`config.mk`:
```
export PLATFORM = sky130hd
export DESIGN_NAME = pipe_hazard_ctrl
export DESIGN_NICKNAME = d
export VERILOG_FILES = /design/src/rtl/pipe_ctrl_pkg.sv /design/src/rtl/load_use_detect.sv /design/src/rtl/pipe_hazard_ctrl.sv
export SDC_FILE = /design/constraint.sdc
export NUM_CORES = 1
export LEC_CHECK = 0
export CAP_MARGIN = 20
export CORE_MARGIN = 2
export CORE_UTILIZATION = 50
export CTS_CLUSTER_DIAMETER = 100
export DETAILED_ROUTE_END_ITERATION = 10
export DONT_BUFFER_PORTS = 1
export GPL_TIMING_DRIVEN = 1
export PLACE_DENSITY = 0.68
export SETUP_SLACK_MARGIN = 0.15
export SLEW_MARGIN = 20
export SYNTH_ARGS = -nofsm -noshare
export SYNTH_HDL_FRONTEND = slang
export SYNTH_HIERARCHICAL = 1
export SYNTH_SLANG_ARGS = --single-unit
```
`constraint.sdc`:
```
create_clock -name clk -period 2.7 [get_ports clk]
set_input_delay 0.81 -clock clk [delete_from_list [all_inputs] [get_ports clk]]
set_output_delay 0.81 -clock clk [all_outputs]
set_load 0.01 [all_outputs]
```
`src/rtl/pipe_ctrl_pkg.sv`:
```
// Shared definitions for the pipeline stall/flush sequencer.
//   ctrl_state_e : sequencer state encoding (RUN=0, DMEM_WAIT=1, HALT_DRAIN=2, HALTED=3)
//   REG_ZERO     : architectural zero register, never a hazard source
package pipe_ctrl_pkg;

  typedef enum logic [1:0] {
    StRun       = 2'd0,
    StDmemWait  = 2'd1,
    StHaltDrain = 2'd2,
    StHalted    = 2'd3
  } ctrl_state_e;

  localparam int unsigned REG_ZERO = 0;

endpackage

```
`src/rtl/load_use_detect.sv`:
```
// Load-use hazard compare: the load in EX writes a register that the instruction in ID reads.
// Ports:
//   rs_ID, rt_ID             source registers of the ID instruction
//   rs_used_ID, rt_used_ID   which sources are actually read
//   wr_reg_EX                destination of the EX instruction
//   rf_we_EX, dm_rd_en_EX    EX instruction writes the RF / is a load
//   hazard                   one-bubble stall required
module load_use_detect
  import pipe_ctrl_pkg::*;
#(
  parameter int unsigned REG_W = 4
) (
  input  logic [REG_W-1:0] rs_ID,
  input  logic [REG_W-1:0] rt_ID,
  input  logic             rs_used_ID,
  input  logic             rt_used_ID,
  input  logic [REG_W-1:0] wr_reg_EX,
  input  logic             rf_we_EX,
  input  logic             dm_rd_en_EX,
  output logic             hazard
);

  logic rs_hit;
  logic rt_hit;

  always_comb begin
    rs_hit = rs_used_ID && (rs_ID == wr_reg_EX);
    rt_hit = rt_used_ID && (rt_ID == wr_reg_EX);
    hazard = dm_rd_en_EX && rf_we_EX && (wr_reg_EX != REG_W'(REG_ZERO)) && (rs_hit || rt_hit);
  end

endmodule

```
`src/rtl/pipe_hazard_ctrl.sv`:
```
// Stall/flush sequencer for the 5-stage pipeline. Outputs are combinational so that a
// hazard stalls the pipe registers in the same cycle it is detected.
// Optional build macro: PIPE_CTRL_PERF_EN adds saturating stall_cnt / flush_cnt counters.
// Ports:
//   clk, rst_n                          clock, synchronous active-low reset
//   rs_ID..hlt_ID                       ID-stage operand usage and HLT decode
//   wr_reg_EX..br_taken_EX              EX-stage destination, load flag, taken branch
//   dm_access_MEM, dmem_rdy             MEM-stage access and data-memory handshake
//   hlt_WB                              HLT has retired
//   pc_we..mem_wb_we                    pipe register load enables
//   if_id_flush..mem_wb_flush           load a bubble
//   halted, mem_err                     sticky status
module pipe_hazard_ctrl
  import pipe_ctrl_pkg::*;
#(
`ifdef PIPE_CTRL_PERF_EN
  parameter int unsigned CNT_W  = 16,
`endif
  parameter int unsigned REG_W  = 4,
  parameter int unsigned MEM_TO = 255
) (
  input  logic             clk,
  input  logic             rst_n,
  input  logic [REG_W-1:0] rs_ID,
  input  logic [REG_W-1:0] rt_ID,
  input  logic             rs_used_ID,
  input  logic             rt_used_ID,
  input  logic             hlt_ID,
  input  logic [REG_W-1:0] wr_reg_EX,
  input  logic             rf_we_EX,
  input  logic             dm_rd_en_EX,
  input  logic             br_taken_EX,
  input  logic             dm_access_MEM,
  input  logic             dmem_rdy,
  input  logic             hlt_WB,
  output logic             pc_we,
  output logic             if_id_we,
  output logic             id_ex_we,
  output logic             ex_mem_we,
  output logic             mem_wb_we,
  output logic             if_id_flush,
  output logic             id_ex_flush,
  output logic             mem_wb_flush,
  output logic             halted,
`ifdef PIPE_CTRL_PERF_EN
  output logic [CNT_W-1:0] stall_cnt,
  output logic [CNT_W-1:0] flush_cnt,
`endif
  output logic             mem_err
);

  localparam int unsigned TO_W = (MEM_TO > 1) ? $clog2(MEM_TO) : 1;

  ctrl_state_e     state_q, state_d;
  logic [TO_W-1:0] to_cnt_q, to_cnt_d;
  logic            ret_drain_q, ret_drain_d;  // DMEM_WAIT returns to HALT_DRAIN
  logic            mem_err_q, mem_err_d;
  logic            lu_hazard;
  logic            do_freeze, do_run, do_drain;
  logic            br_flush;

  load_use_detect #(
    .REG_W(REG_W)
  ) u_load_use_detect (
    .rs_ID      (rs_ID),
    .rt_ID      (rt_ID),
    .rs_used_ID (rs_used_ID),
    .rt_used_ID (rt_used_ID),
    .wr_reg_EX  (wr_reg_EX),
    .rf_we_EX   (rf_we_EX),
    .dm_rd_en_EX(dm_rd_en_EX),
    .hazard     (lu_hazard)
  );

  always_comb begin
    pc_we        = 1'b1;
    if_id_we     = 1'b1;
    id_ex_we     = 1'b1;
    ex_mem_we    = 1'b1;
    mem_wb_we    = 1'b1;
    if_id_flush  = 1'b0;
    id_ex_flush  = 1'b0;
    mem_wb_flush = 1'b0;
    state_d      = state_q;
    to_cnt_d     = to_cnt_q;
    ret_drain_d  = ret_drain_q;
    mem_err_d    = mem_err_q;
    do_freeze    = 1'b0;
    do_run       = 1'b0;
    do_drain     = 1'b0;
    br_flush     = 1'b0;

    unique case (state_q)
      StRun: begin
        if (dm_access_MEM && !dmem_rdy) begin
          do_freeze   = 1'b1;
          state_d     = StDmemWait;
          ret_drain_d = 1'b0;
        end else begin
          do_run = 1'b1;
        end
      end
      StDmemWait: begin
        if (!dmem_rdy) begin
          do_freeze = 1'b1;
        end else begin
          // Release cycle: the held EX/ID contents are acted on now.
          to_cnt_d = '0;
          if (ret_drain_q) begin
            do_drain = 1'b1;
          end else begin
            do_run = 1'b1;
          end
        end
      end
      StHaltDrain: begin
        if (!hlt_WB && dm_access_MEM && !dmem_rdy) begin
          do_freeze   = 1'b1;
          state_d     = StDmemWait;
          ret_drain_d = 1'b1;
        end else begin
          do_drain = 1'b1;
        end
      end
      StHalted: begin
        pc_we     = 1'b0;
        if_id_we  = 1'b0;
        id_ex_we  = 1'b0;
        ex_mem_we = 1'b0;
        mem_wb_we = 1'b0;
      end
      default: state_d = StRun;
    endcase

    if (do_freeze) begin
      pc_we        = 1'b0;
      if_id_we     = 1'b0;
      id_ex_we     = 1'b0;
      ex_mem_we    = 1'b0;
      mem_wb_flush = 1'b1;
      // Counter holds the number of stalled cycles so far; it saturates at the limit.
      if (to_cnt_q == TO_W'(MEM_TO - 1)) begin
        mem_err_d = 1'b1;
      end else begin
        to_cnt_d = to_cnt_q + TO_W'(1);
      end
    end

    if (do_run) begin
      state_d = StRun;
      if (br_taken_EX) begin
        if_id_flush = 1'b1;
        id_ex_flush = 1'b1;
        br_flush    = 1'b1;
      end else if (lu_hazard) begin
        pc_we       = 1'b0;
        if_id_we    = 1'b0;
        id_ex_flush = 1'b1;
      end else if (hlt_ID) begin
        pc_we       = 1'b0;
        if_id_flush = 1'b1;
        state_d     = StHaltDrain;
      end
    end

    if (do_drain) begin
      if (hlt_WB) begin
        // Retiring HLT is older than any branch in EX.
        pc_we       = 1'b0;
        if_id_flush = 1'b1;
        state_d     = StHalted;
      end else if (br_taken_EX) begin
        if_id_flush = 1'b1;
        id_ex_flush = 1'b1;
        br_flush    = 1'b1;
        state_d     = StRun;
      end else begin
        pc_we       = 1'b0;
        if_id_flush = 1'b1;
        state_d     = StHaltDrain;
      end
    end

    if (!rst_n) begin
      pc_we        = 1'b0;
      if_id_we     = 1'b0;
      id_ex_we     = 1'b0;
      ex_mem_we    = 1'b0;
      mem_wb_we    = 1'b0;
      if_id_flush  = 1'b0;
      id_ex_flush  = 1'b0;
      mem_wb_flush = 1'b0;
      br_flush     = 1'b0;
    end

    halted  = rst_n && (state_q == StHalted);
    mem_err = rst_n && mem_err_q;
  end

  always_ff @(posedge clk) begin
    if (!rst_n) begin
      state_q     <= StRun;
      to_cnt_q    <= '0;
      ret_drain_q <= 1'b0;
      mem_err_q   <= 1'b0;
    end else begin
      state_q     <= state_d;
      to_cnt_q    <= to_cnt_d;
      ret_drain_q <= ret_drain_d;
      mem_err_q   <= mem_err_d;
    end
  end

`ifdef PIPE_CTRL_PERF_EN
  logic [CNT_W-1:0] stall_cnt_q, flush_cnt_q;
  logic             stall_evt;

  always_comb begin
    stall_evt = !pc_we && ((state_q == StRun) || (state_q == StDmemWait));
    stall_cnt = stall_cnt_q;
    flush_cnt = flush_cnt_q;
  end

  always_ff @(posedge clk) begin
    if (!rst_n) begin
      stall_cnt_q <= '0;
      flush_cnt_q <= '0;
    end else begin
      if (stall_evt && (stall_cnt_q != '1)) stall_cnt_q <= stall_cnt_q + CNT_W'(1);
      if (br_flush && (flush_cnt_q != '1)) flush_cnt_q <= flush_cnt_q + CNT_W'(1);
    end
  end
`endif

endmodule

```
==> results of run 1 <==
flip-flops by register name, indices dropped and copies added (netlist names):
register     count
ret_drain_q      1
mem_err_q        1
to_cnt_q         8
state_q          2
cell families after synthesis:
logic type,after synthesis,synth area share (%)
AO/OA/AOI/OAI,41,28.54
XOR/XNOR,8,6.830
adder cells (fa/ha/maj),6,7.317
buffers and inverters,12,5.488
flip-flops,12,23.41
multiplexers,1,0.9756
AND/OR/NAND/NOR,52,27.44
layer usage:
metal / vias to the layer above / share of wire, % / GRT usage [%]
met5: - / 0 / 0
met4: 0 / 1.4 / 7.143
met3: 5 / 3.8 / 2.147
met2: 27 / 53 / 43.47
met1: 504 / 41 / 28.60
li1: 516 / - / -
worst paths after layout:
check / startpoint / endpoint / cells after the start
worst min register to register: to_cnt_q[7] / to_cnt_q[7] / 2
worst max-delay path: wr_reg_EX[0] / pc_we / 8
worst max register to register: state_q[1] / to_cnt_q[3] / 6
worst min-delay path: to_cnt_q[7] / to_cnt_q[7] / 2
layout make-up:
class                   instances  area (um^2)  area share, %
multi-input cells             108        775.7          65.06
flip-flops and latches         12        241.5          20.25
repair buffers                  9        67.56          5.666
inverters                      10        37.54          3.148
clock buffers                   4        36.28          3.043
well taps                      27        33.78          2.833
critical path, cell delays in order:
cell	delay [ns]
xor2_1	0.14
nor3_1	0.20
nand3_1	0.11
a21oi_2	0.18
inv_2	0.08
nor4_4	0.29
a2111oi_2	0.06
buf_4	0.16
stage by stage:
step / total power (W) / worst slack (ns) / TNS, ns / hold WS (ns) / cells
after floorplan: 0.0003190 / -0.06572 / -0.09575 / 0.4537 / 132
after global placement: 0.0003520 / -0.09828 / -0.3005 / 0.4697 / 164
after detailed placement: 0.0003569 / -0.1396 / -0.4860 / 0.4810 / 164
after CTS: 0.0005020 / -0.1441 / -0.5096 / 0.4923 / 169
after global routing: 0.0005339 / -0.2002 / -0.7201 / 0.5125 / 170
final: 0.0005032 / -0.1364 / -0.4600 / 0.4914 / 170
report_power, final:
part | total [W] | leakage (nW) | switching [W] | internal, W
combinational | 0.000167 | 0.321 | 0.0000979 | 0.0000692
sequential | 0.000193 | 0.0975 | 0.00000824 | 0.000184
clock | 0.000143 | 0.0210 | 0.0000613 | 0.0000821
what timing repair did:
item,4_1_cts,5_1_grt
setup endpoints to repair,7,7
gates resized for setup,2,3
gates cloned,0,0
pin swaps,1,4
setup buffers,1,1
hold endpoints to repair,0,0
synth_stat cells, types with 3 or more instances:
cell     number
dfxtp_1      12
a31o_2        3
xor2_1        6
a21oi_1      11
ha_1          6
nand2_1       9
inv_1        10
or4_1         3
nor2_1        5
nand3_1      13
nor3_1        6
o21ai_0       6
==> impl_metrics.csv, run 1 <==
group,metric,value,unit
status,status,"finished, violations left",
status,violations,"negative setup slack",
critical_path,cp-end-kind,"output port",
power_and_ir_drop,p_leak,0.4392,nW
placement,io_buffers,0,
floorplanning,core,1942,um^2
critical_path,cp_data_required_time,1.89,ns
critical_path,crit_arrival,2.03,ns
floorplanning,floorplan.initialDensity,52.84,%
detailed_routing,routedWlPerCell,15.44,um
yosys,yosysTopAreaCell,"dfxtp_1",
yosys,ys_seq_elements,12,
cells_and_area,drive_above_1_share,24.48,%
clocking,holdBufCountCts,0,
cells_and_area,mostFrequentLayoutCells,"12 x nand3_1, 11 x dfxtp_1, 10 x a21oi_1",
floorplanning,dieWidth,49.30,um
yosys,syn-num-nets,161,
clocking,clockRootBuffer,"clkbuf_4",
timing,fin_worst_skew,0.003120,ns
detailed_routing,drtAntennaViolNets,0,
global_route,grt_max_degree,12,
cells_and_area,final_area,1192,um^2
cells_and_area,nets,173,
floorplanning,dieHeight,49.30,um
clocking,clock_latency,0.28,ns
cells_and_area,final_common_cell,"nand3_1",
detailed_routing,viasPerCell,6.188,
clocking,htree_num_levels,1,
timing,rsz0062_at_grt,"true",
critical_path,path_class,"in -> out",
yosys,synth-main-ff-cell,"dfxtp_1",
run,cap_violations,0,
cells_and_area,num_antenna_cells,0,
detailed_routing,drc,0,
timing,worst_pin_slew,0.4889,ns
yosys,avgSynthCellArea,7.773,um^2
placement,dp_hpwl,2.020,mm
detailed_routing,drtIter0Drc,14,
cells_and_area,fillCellCount,179,
clocking,numCtsBuffers,3,
timing,final_max_slew_viol_count,0,
power_and_ir_drop,p_per_area,422.0,nW/um^2
yosys,ys_seq_area_share,23.41,%
floorplanning,core.rowCount,16,
clocking,cts.path.max_buffers,2,
yosys,synthCells,132,
placement,gp_congestion,0.8184,
detailed_routing,drt_wl_total,2.624,mm
global_route,antenna_found_initial,0,
detailed_routing,vias,1052,
cells_and_area,area_delta_synth_final,16.22,%
min_path,min_path_type,"reg -> reg",
clocking,clkTransAtPathRegs,0.08,ns
floorplanning,dieArea,2430,um^2
global_route,track_usage,23.61,%
yosys,ys.warnings.count,6,
yosys,synth_edf_count,0,
timing,fin_ws,-0.1364,ns
timing,max-slew-margin-rel,67.41,%
timing,post-route-min-period,2.836,ns
timing,max_freq,352.6,MHz
clocking,cts_tree,"built",
timing,timing.final.crit_share,105.1,%
cells_and_area,postLayoutCoreUtil,61.40,%
yosys,synthTopCellsByArea,"dfxtp_1 23%, ha_1 7.3%, nand3_1 6.3%",
global_route,first_global_vias,996,
yosys,netlist_area,1026,um^2
global_route,overflow,0,
critical_path,start_kind,"input port",
critical_path,crit_fanout,3,
timing,setup_violations,4,
power_and_ir_drop,max-vdd-ir-drop,0.3448,mV
global_route,grt_pass1_wl,4.547,mm
clocking,cts_sinks,12,
floorplanning,io_pins,33,
yosys,synth_top_area_share,23.41,%
placement,placed_area,1126,um^2
critical_path,rrSetupSlack,0.76,ns
yosys,yosysUniqueCellTypes,44,
detailed_routing,drt_pass1_iterations,4,
yosys,async_flop_share,0,%
timing,hold_violations,0,
No activity file was read; power rests on OpenSTA's default activity.
==> inputs of run 2 (changes only) <==
Settings changed: CTS_BUF_LIST set to sky130_fd_sc_hd__clkbuf_8.
==> run 2 against run 1 <==
The flow still finishes with violations (negative setup slack). Sequential cell count unchanged. Cell count stayed put. Register-to-register slack hardly changed. Wire length is 0.57% higher. Sequential share of layout area shrank 0.40 points. Utilization up 0.90 points. Critical endpoint unchanged. Largest power group is now the clock network.
==> impl_metrics.csv, run 2 (synthesized netlist as in run 1, its figures left out) <==
group,metric,value,unit
power_and_ir_drop,switching_share,31.19,%
floorplanning,floorplan.initialDensity,52.84,%
cells_and_area,top_register,"to_cnt_q",
timing,rsz0062_at_grt,"true",
power_and_ir_drop,max-vdd-ir-drop,0.4042,mV
power_and_ir_drop,power.switching,0.0001731,W
critical_path,critPathMaxStageDelay,0.29,ns
critical_path,cp-end-kind,"output port",
power_and_ir_drop,intPower,0.0003819,W
detailed_routing,drtIter0Drc,19,
min_path,min_path_cells,2,
floorplanning,dieHeight,49.30,um
min_path,hp-start,"to_cnt_q[7]",
detailed_routing,drt_wl_total,2.639,mm
timing,fin_ws,-0.1379,ns
clocking,cts.path.max_buffers,2,
timing,max-slew-margin-rel,67.01,%
floorplanning,io_pins,33,
timing,max_freq,352.4,MHz
run,cap_violations,0,
placement,placed_area,1126,um^2
min_path,min_path_type,"reg -> reg",
detailed_routing,routedWlPerCell,15.52,um
clocking,cts_sinks,12,
clocking,clock_latency,0.24,ns
critical_path,r2r.worst_path.cells,6,
clocking,numCtsBuffers,3,
status,violations,"negative setup slack",
critical_path,start_kind,"input port",
cells_and_area,largest_register_ffs,8,
placement,dp_cells,164,
placement,io_buffers,0,
cells_and_area,postLayoutCoreUtil,62.31,%
cells_and_area,num_antenna_cells,0,
global_route,grt_max_degree,12,
global_route,track_usage,24.00,%
cells_and_area,layout.cells.non_filler,170,
power_and_ir_drop,power_frac_seq,34.7,%
critical_path,path_class,"in -> out",
floorplanning,core.rowCount,16,
cells_and_area,nets,173,
critical_path,crit_arrival,2.03,ns
status,status,"finished, violations left",
floorplanning,dieArea,2430,um^2
min_path,min_to,"to_cnt_q[7]",
critical_path,cp_cell_sequence,"xor2_1, nor3_1, nand3_1, a21oi_2, inv_2, nor4_4, a2111oi_2, buf_4",
cells_and_area,mostFrequentLayoutCells,"12 x nand3_1, 12 x dfxtp_1, 10 x a21oi_1",
floorplanning,dieWidth,49.30,um
timing,setup_violations,4,
clocking,holdBufCountCts,0,
timing,timing.final.crit_share,105.1,%
power_and_ir_drop,p_per_area,458.7,nW/um^2
timing,whs,0.4861,ns
detailed_routing,drc,0,
clocking,clkTransAtPathRegs,0.05,ns
critical_path,cp_data_required_time,1.89,ns
detailed_routing,drtAntennaViolNets,0,
detailed_routing,viasPerCell,6.200,
power_and_ir_drop,comb_power_share,29.9,%
timing,worst_pin_slew,0.4949,ns
critical_path,worst_path_max_delay_cell,"nor4_4",
global_route,first_global_vias,994,
power_and_ir_drop,p_leak,0.4477,nW
power_and_ir_drop,p_clk_share,35.4,%
placement,dp_hpwl,2.020,mm
clocking,clockRootBuffer,"clkbuf_8",
cells_and_area,reg_top3,"to_cnt_q x8, state_q x2",
clocking,cts_tree,"built",
floorplanning,core,1942,um^2
global_route,grt_pass1_wl,4.581,mm
critical_path,reg2reg_to,"to_cnt_q[3]",
detailed_routing,vias,1054,
timing,final_max_slew_viol_count,0,
cells_and_area,drive_above_1_share,23.78,%
timing,post-route-min-period,2.838,ns
global_route,overflow,0,
critical_path,r2r-start,"state_q[0]",
critical_path,crit_fanout,3,
power_and_ir_drop,power.total,0.0005550,W
global_route,antenna_found_initial,0,
cells_and_area,area_delta_synth_final,17.93,%
timing,fin_worst_skew,0.004402,ns
detailed_routing,drt_pass1_iterations,4,
placement,gp_congestion,0.8184,
critical_path,rrSetupSlack,0.76,ns
cells_and_area,final_area,1210,um^2
timing,hold_violations,0,
clocking,htree_num_levels,1,
==> run 2: cell counts in the layout (fill, tap and decap cells not counted) <==
No cell type changed its count.
==> run 2: worst max path at each step <==
stage            startpoint     endpoint  slack, ns  cells after the start
3_5_place_dp   wr_reg_EX[3]  if_id_flush      -0.14                      7
6_report       wr_reg_EX[0]        pc_we      -0.14                      8
5_1_grt        wr_reg_EX[0]        pc_we      -0.20                      8
2_1_floorplan  wr_reg_EX[3]  if_id_flush      -0.07                      7
4_1_cts        wr_reg_EX[1]        pc_we      -0.14                      8
3_3_place_gp   wr_reg_EX[3]  if_id_flush       -0.1                      7
==> run 2: area by class of cell <==
cell class	count	area [um^2]
Multi-Input combinational cell	108	775.7
Timing Repair Buffer	9	67.56
Inverter	10	37.54
Sequential cell	12	240.2
Tap cell	27	33.78
Clock buffer	4	55.05
Fill cell	172	732.0
==> run 2: metrics by stage <==
step | setup TNS [ns] | setup WS [ns]
floorplan | -0.09575 | -0.06572
global placement | -0.3005 | -0.09828
detailed placement | -0.4860 | -0.1396
CTS | -0.5096 | -0.1441
global route | -0.7202 | -0.2003
finish | -0.4626 | -0.1379
==> run 2: worst max-delay path: cells and delay by family <==
kind | cells | cell delay [ns]
AND/OR/NAND/NOR | 3 | 0.60
AO/OA/AOI/OAI | 2 | 0.24
buffers and inverters | 2 | 0.24
XOR/XNOR | 1 | 0.14
==> run 2: routing by layer <==
| layer | wire, um | global-route usage [%] |
|---|---|---|
| met5 | 0 | 0 |
| met4 | 26 | 7.143 |
| met3 | 121 | 3.067 |
| met2 | 1397 | 43.92 |
| met1 | 1093 | 28.79 |
==> run 2: power groups by stage <==
| stage | logic [W] | registers [W] | clock network [W] |
|---|---|---|---|
| floorplan | 0.000125 | 0.000194 | 0 |
| global placement | 0.000157 | 0.000195 | 0 |
| detailed placement | 0.000161 | 0.000196 | 0 |
| CTS | 0.000163 | 0.000192 | 0.000202 |
| global route | 0.000185 | 0.000193 | 0.000210 |
| finish | 0.000166 | 0.000193 | 0.000196 |
==> run 2: what timing repair did <==
item / CTS / global route
pin swaps: 1 / 4
resized for setup: 1 / 3
buffers inserted: 1 / 1
setup endpoints to repair: 6 / 7
==> inputs of run 3 (changes only) <==
Settings changed: CAP_MARGIN 20 to not set, GPL_TIMING_DRIVEN 1 to 0.
==> run 3 against run 2 <==
The flow still finishes with violations (negative setup slack). Via count rose by 1.0%. Critical endpoint is now if_id_flush. Hold slack got worse by 0.0010 ns. Cell count fell by 1.8%. Sequential power barely moved. Sequential share of layout area fell by 1.2 points. Sequential cell count did not move. Critical path type unchanged.
==> impl_metrics.csv, run 3 (synthesized netlist as in run 1, its figures left out) <==
group,metric,value,unit
critical_path,cp_cell_sequence,"or4_4, nand3_2, a21oi_2, inv_2, a21oi_2, o31a_1, nor2_2",
timing,hold_violations,0,
global_route,overflow,0,
floorplanning,dieArea,2430,um^2
cells_and_area,mostFrequentLayoutCells,"12 x nand3_1, 12 x dfxtp_1, 9 x nand2_1, 7 x inv_1, 7 x a21oi_1",
cells_and_area,drive_above_1_share,32.14,%
detailed_routing,vias,1065,
power_and_ir_drop,switching_share,33.82,%
placement,dp_hpwl,1.965,mm
power_and_ir_drop,power_frac_seq,35.0,%
critical_path,worst_path_max_delay_cell,"or4_4",
placement,io_buffers,0,
detailed_routing,drt_pass1_iterations,5,
critical_path,cp_data_required_time,1.89,ns
timing,worst_pin_slew,0.4809,ns
clocking,clock_latency,0.24,ns
status,status,"finished, violations left",
global_route,first_global_vias,1010,
timing,max-slew-margin-rel,67.60,%
cells_and_area,top_register,"to_cnt_q",
timing,max_freq,357.0,MHz
critical_path,crit_fanout,3,
critical_path,cp-end-kind,"output port",
power_and_ir_drop,power.total,0.0005560,W
global_route,track_usage,23.40,%
global_route,grt_max_degree,11,
clocking,cts.path.max_buffers,2,
cells_and_area,reg_top3,"to_cnt_q x8, state_q x2",
timing,fin_ws,-0.1007,ns
floorplanning,dieWidth,49.30,um
power_and_ir_drop,p_clk_share,30.0,%
clocking,htree_num_levels,1,
cells_and_area,final_area,1285,um^2
global_route,antenna_found_initial,0,
clocking,clockRootBuffer,"clkbuf_8",
critical_path,path_class,"in -> out",
critical_path,critPathMostFrequentCell,"a21oi_2",
detailed_routing,drt_wl_total,2.626,mm
clocking,clkTransAtPathRegs,0.06,ns
clocking,cts_sinks,12,
status,violations,"negative setup slack",
run,cap_violations,0,
min_path,min_path_type,"reg -> reg",
placement,gp_congestion,0.8710,
timing,post-route-min-period,2.801,ns
critical_path,path_buf_inv,1,
critical_path,critPathMaxStageDelay,0.52,ns
floorplanning,io_pins,33,
detailed_routing,drtIter0Drc,29,
critical_path,path_delay_family,"simple AND/OR/NAND/NOR gates",
cells_and_area,num_antenna_cells,0,
critical_path,start_kind,"input port",
cells_and_area,area_delta_synth_final,25.24,%
timing,fin_worst_skew,0.004808,ns
floorplanning,floorplan.initialDensity,52.84,%
detailed_routing,drc,0,
power_and_ir_drop,intPower,0.0003680,W
detailed_routing,viasPerCell,6.377,
timing,setup_violations,4,
timing,whs,0.4851,ns
power_and_ir_drop,power.switching,0.0001880,W
cells_and_area,nets,171,
cells_and_area,largest_register_ffs,8,
timing,rsz0062_at_grt,"true",
timing,final_max_slew_viol_count,0,
timing,timing.final.crit_share,103.7,%
floorplanning,dieHeight,49.30,um
power_and_ir_drop,max-vdd-ir-drop,0.2631,mV
detailed_routing,routedWlPerCell,15.72,um
floorplanning,core,1942,um^2
critical_path,crit_arrival,1.99,ns
clocking,holdBufCountCts,0,
clocking,cts_tree,"built",
placement,placed_area,1092,um^2
global_route,grt_pass1_wl,4.554,mm
detailed_routing,drtAntennaViolNets,0,
power_and_ir_drop,comb_power_share,35.0,%
power_and_ir_drop,p_per_area,432.7,nW/um^2
power_and_ir_drop,p_leak,0.4412,nW
floorplanning,core.rowCount,16,
clocking,numCtsBuffers,3,
run 3: path summary, 6_finish.rpt:
| path | cells past startpoint | slack [ns] | startpoint | to |
|---|---|---|---|---|
| worst min register to register | 2 | 0.49 | to_cnt_q[7] | to_cnt_q[7] |
| worst max-delay path | 7 | -0.10 | wr_reg_EX[3] | if_id_flush |
| worst min-delay path | 2 | 0.49 | to_cnt_q[7] | to_cnt_q[7] |
| worst max register to register | 6 | 0.75 | state_q[0] | to_cnt_q[4] |
run 3: per-layer routing:
layer / wire length [um] / up-vias / track usage [%]
li1: - / 512 / -
met1: 1100 / 510 / 28.92
met2: 1366 / 36 / 41.67
met3: 110 / 7 / 2.761
met4: 48 / 0 / 7.619
met5: 0 / - / 0
run 3: tightest hold or removal path, cell delays in order, from the launching register on:
cell	delay, ns
dfxtp_1	0.31
nand3_1	0.06
mux2i_1	0.06
run 3: cell type report:
class | instances | area [um^2]
inverters | 10 | 37.54
multi-input cells | 108 | 875.8
plain buffers | 2 | 18.77
flip-flops and latches | 12 | 240.2
clock buffers | 3 | 41.29
repair buffers | 5 | 37.54
fillers | 173 | 656.9
well taps | 27 | 33.78
run 3: what timing repair did:
action | in CTS | in global routing
pin swaps | 5 | 10
setup buffers | 5 | 0
gates resized for setup | 10 | 13
endpoints found under the setup margin | 6 | 6
run 3: power by group through the flow:
| stage | registers [W] | logic, W | clock network [W] |
|---|---|---|---|
| floorplan | 0.000194 | 0.000125 | 0 |
| global placement | 0.000195 | 0.000147 | 0 |
| detailed placement | 0.000196 | 0.000151 | 0 |
| CTS | 0.000192 | 0.000176 | 0.000165 |
| global route | 0.000196 | 0.000217 | 0.000172 |
| finish | 0.000195 | 0.000194 | 0.000167 |
run 3: metrics by stage:
| stage | instances | TNS, ns | util, % | setup WS (ns) |
|---|---|---|---|---|
| floorplan | 132 | -0.09575 | - | -0.06572 |
| global placement | 159 | -0.4671 | 56.25 | -0.2057 |
| detailed placement | 159 | -0.6027 | 56.25 | -0.2481 |
| CTS | 167 | -0.3175 | 62.89 | -0.1268 |
| global route | 167 | -0.6787 | 66.17 | -0.2140 |
| finish | 167 | -0.2502 | 66.17 | -0.1007 |
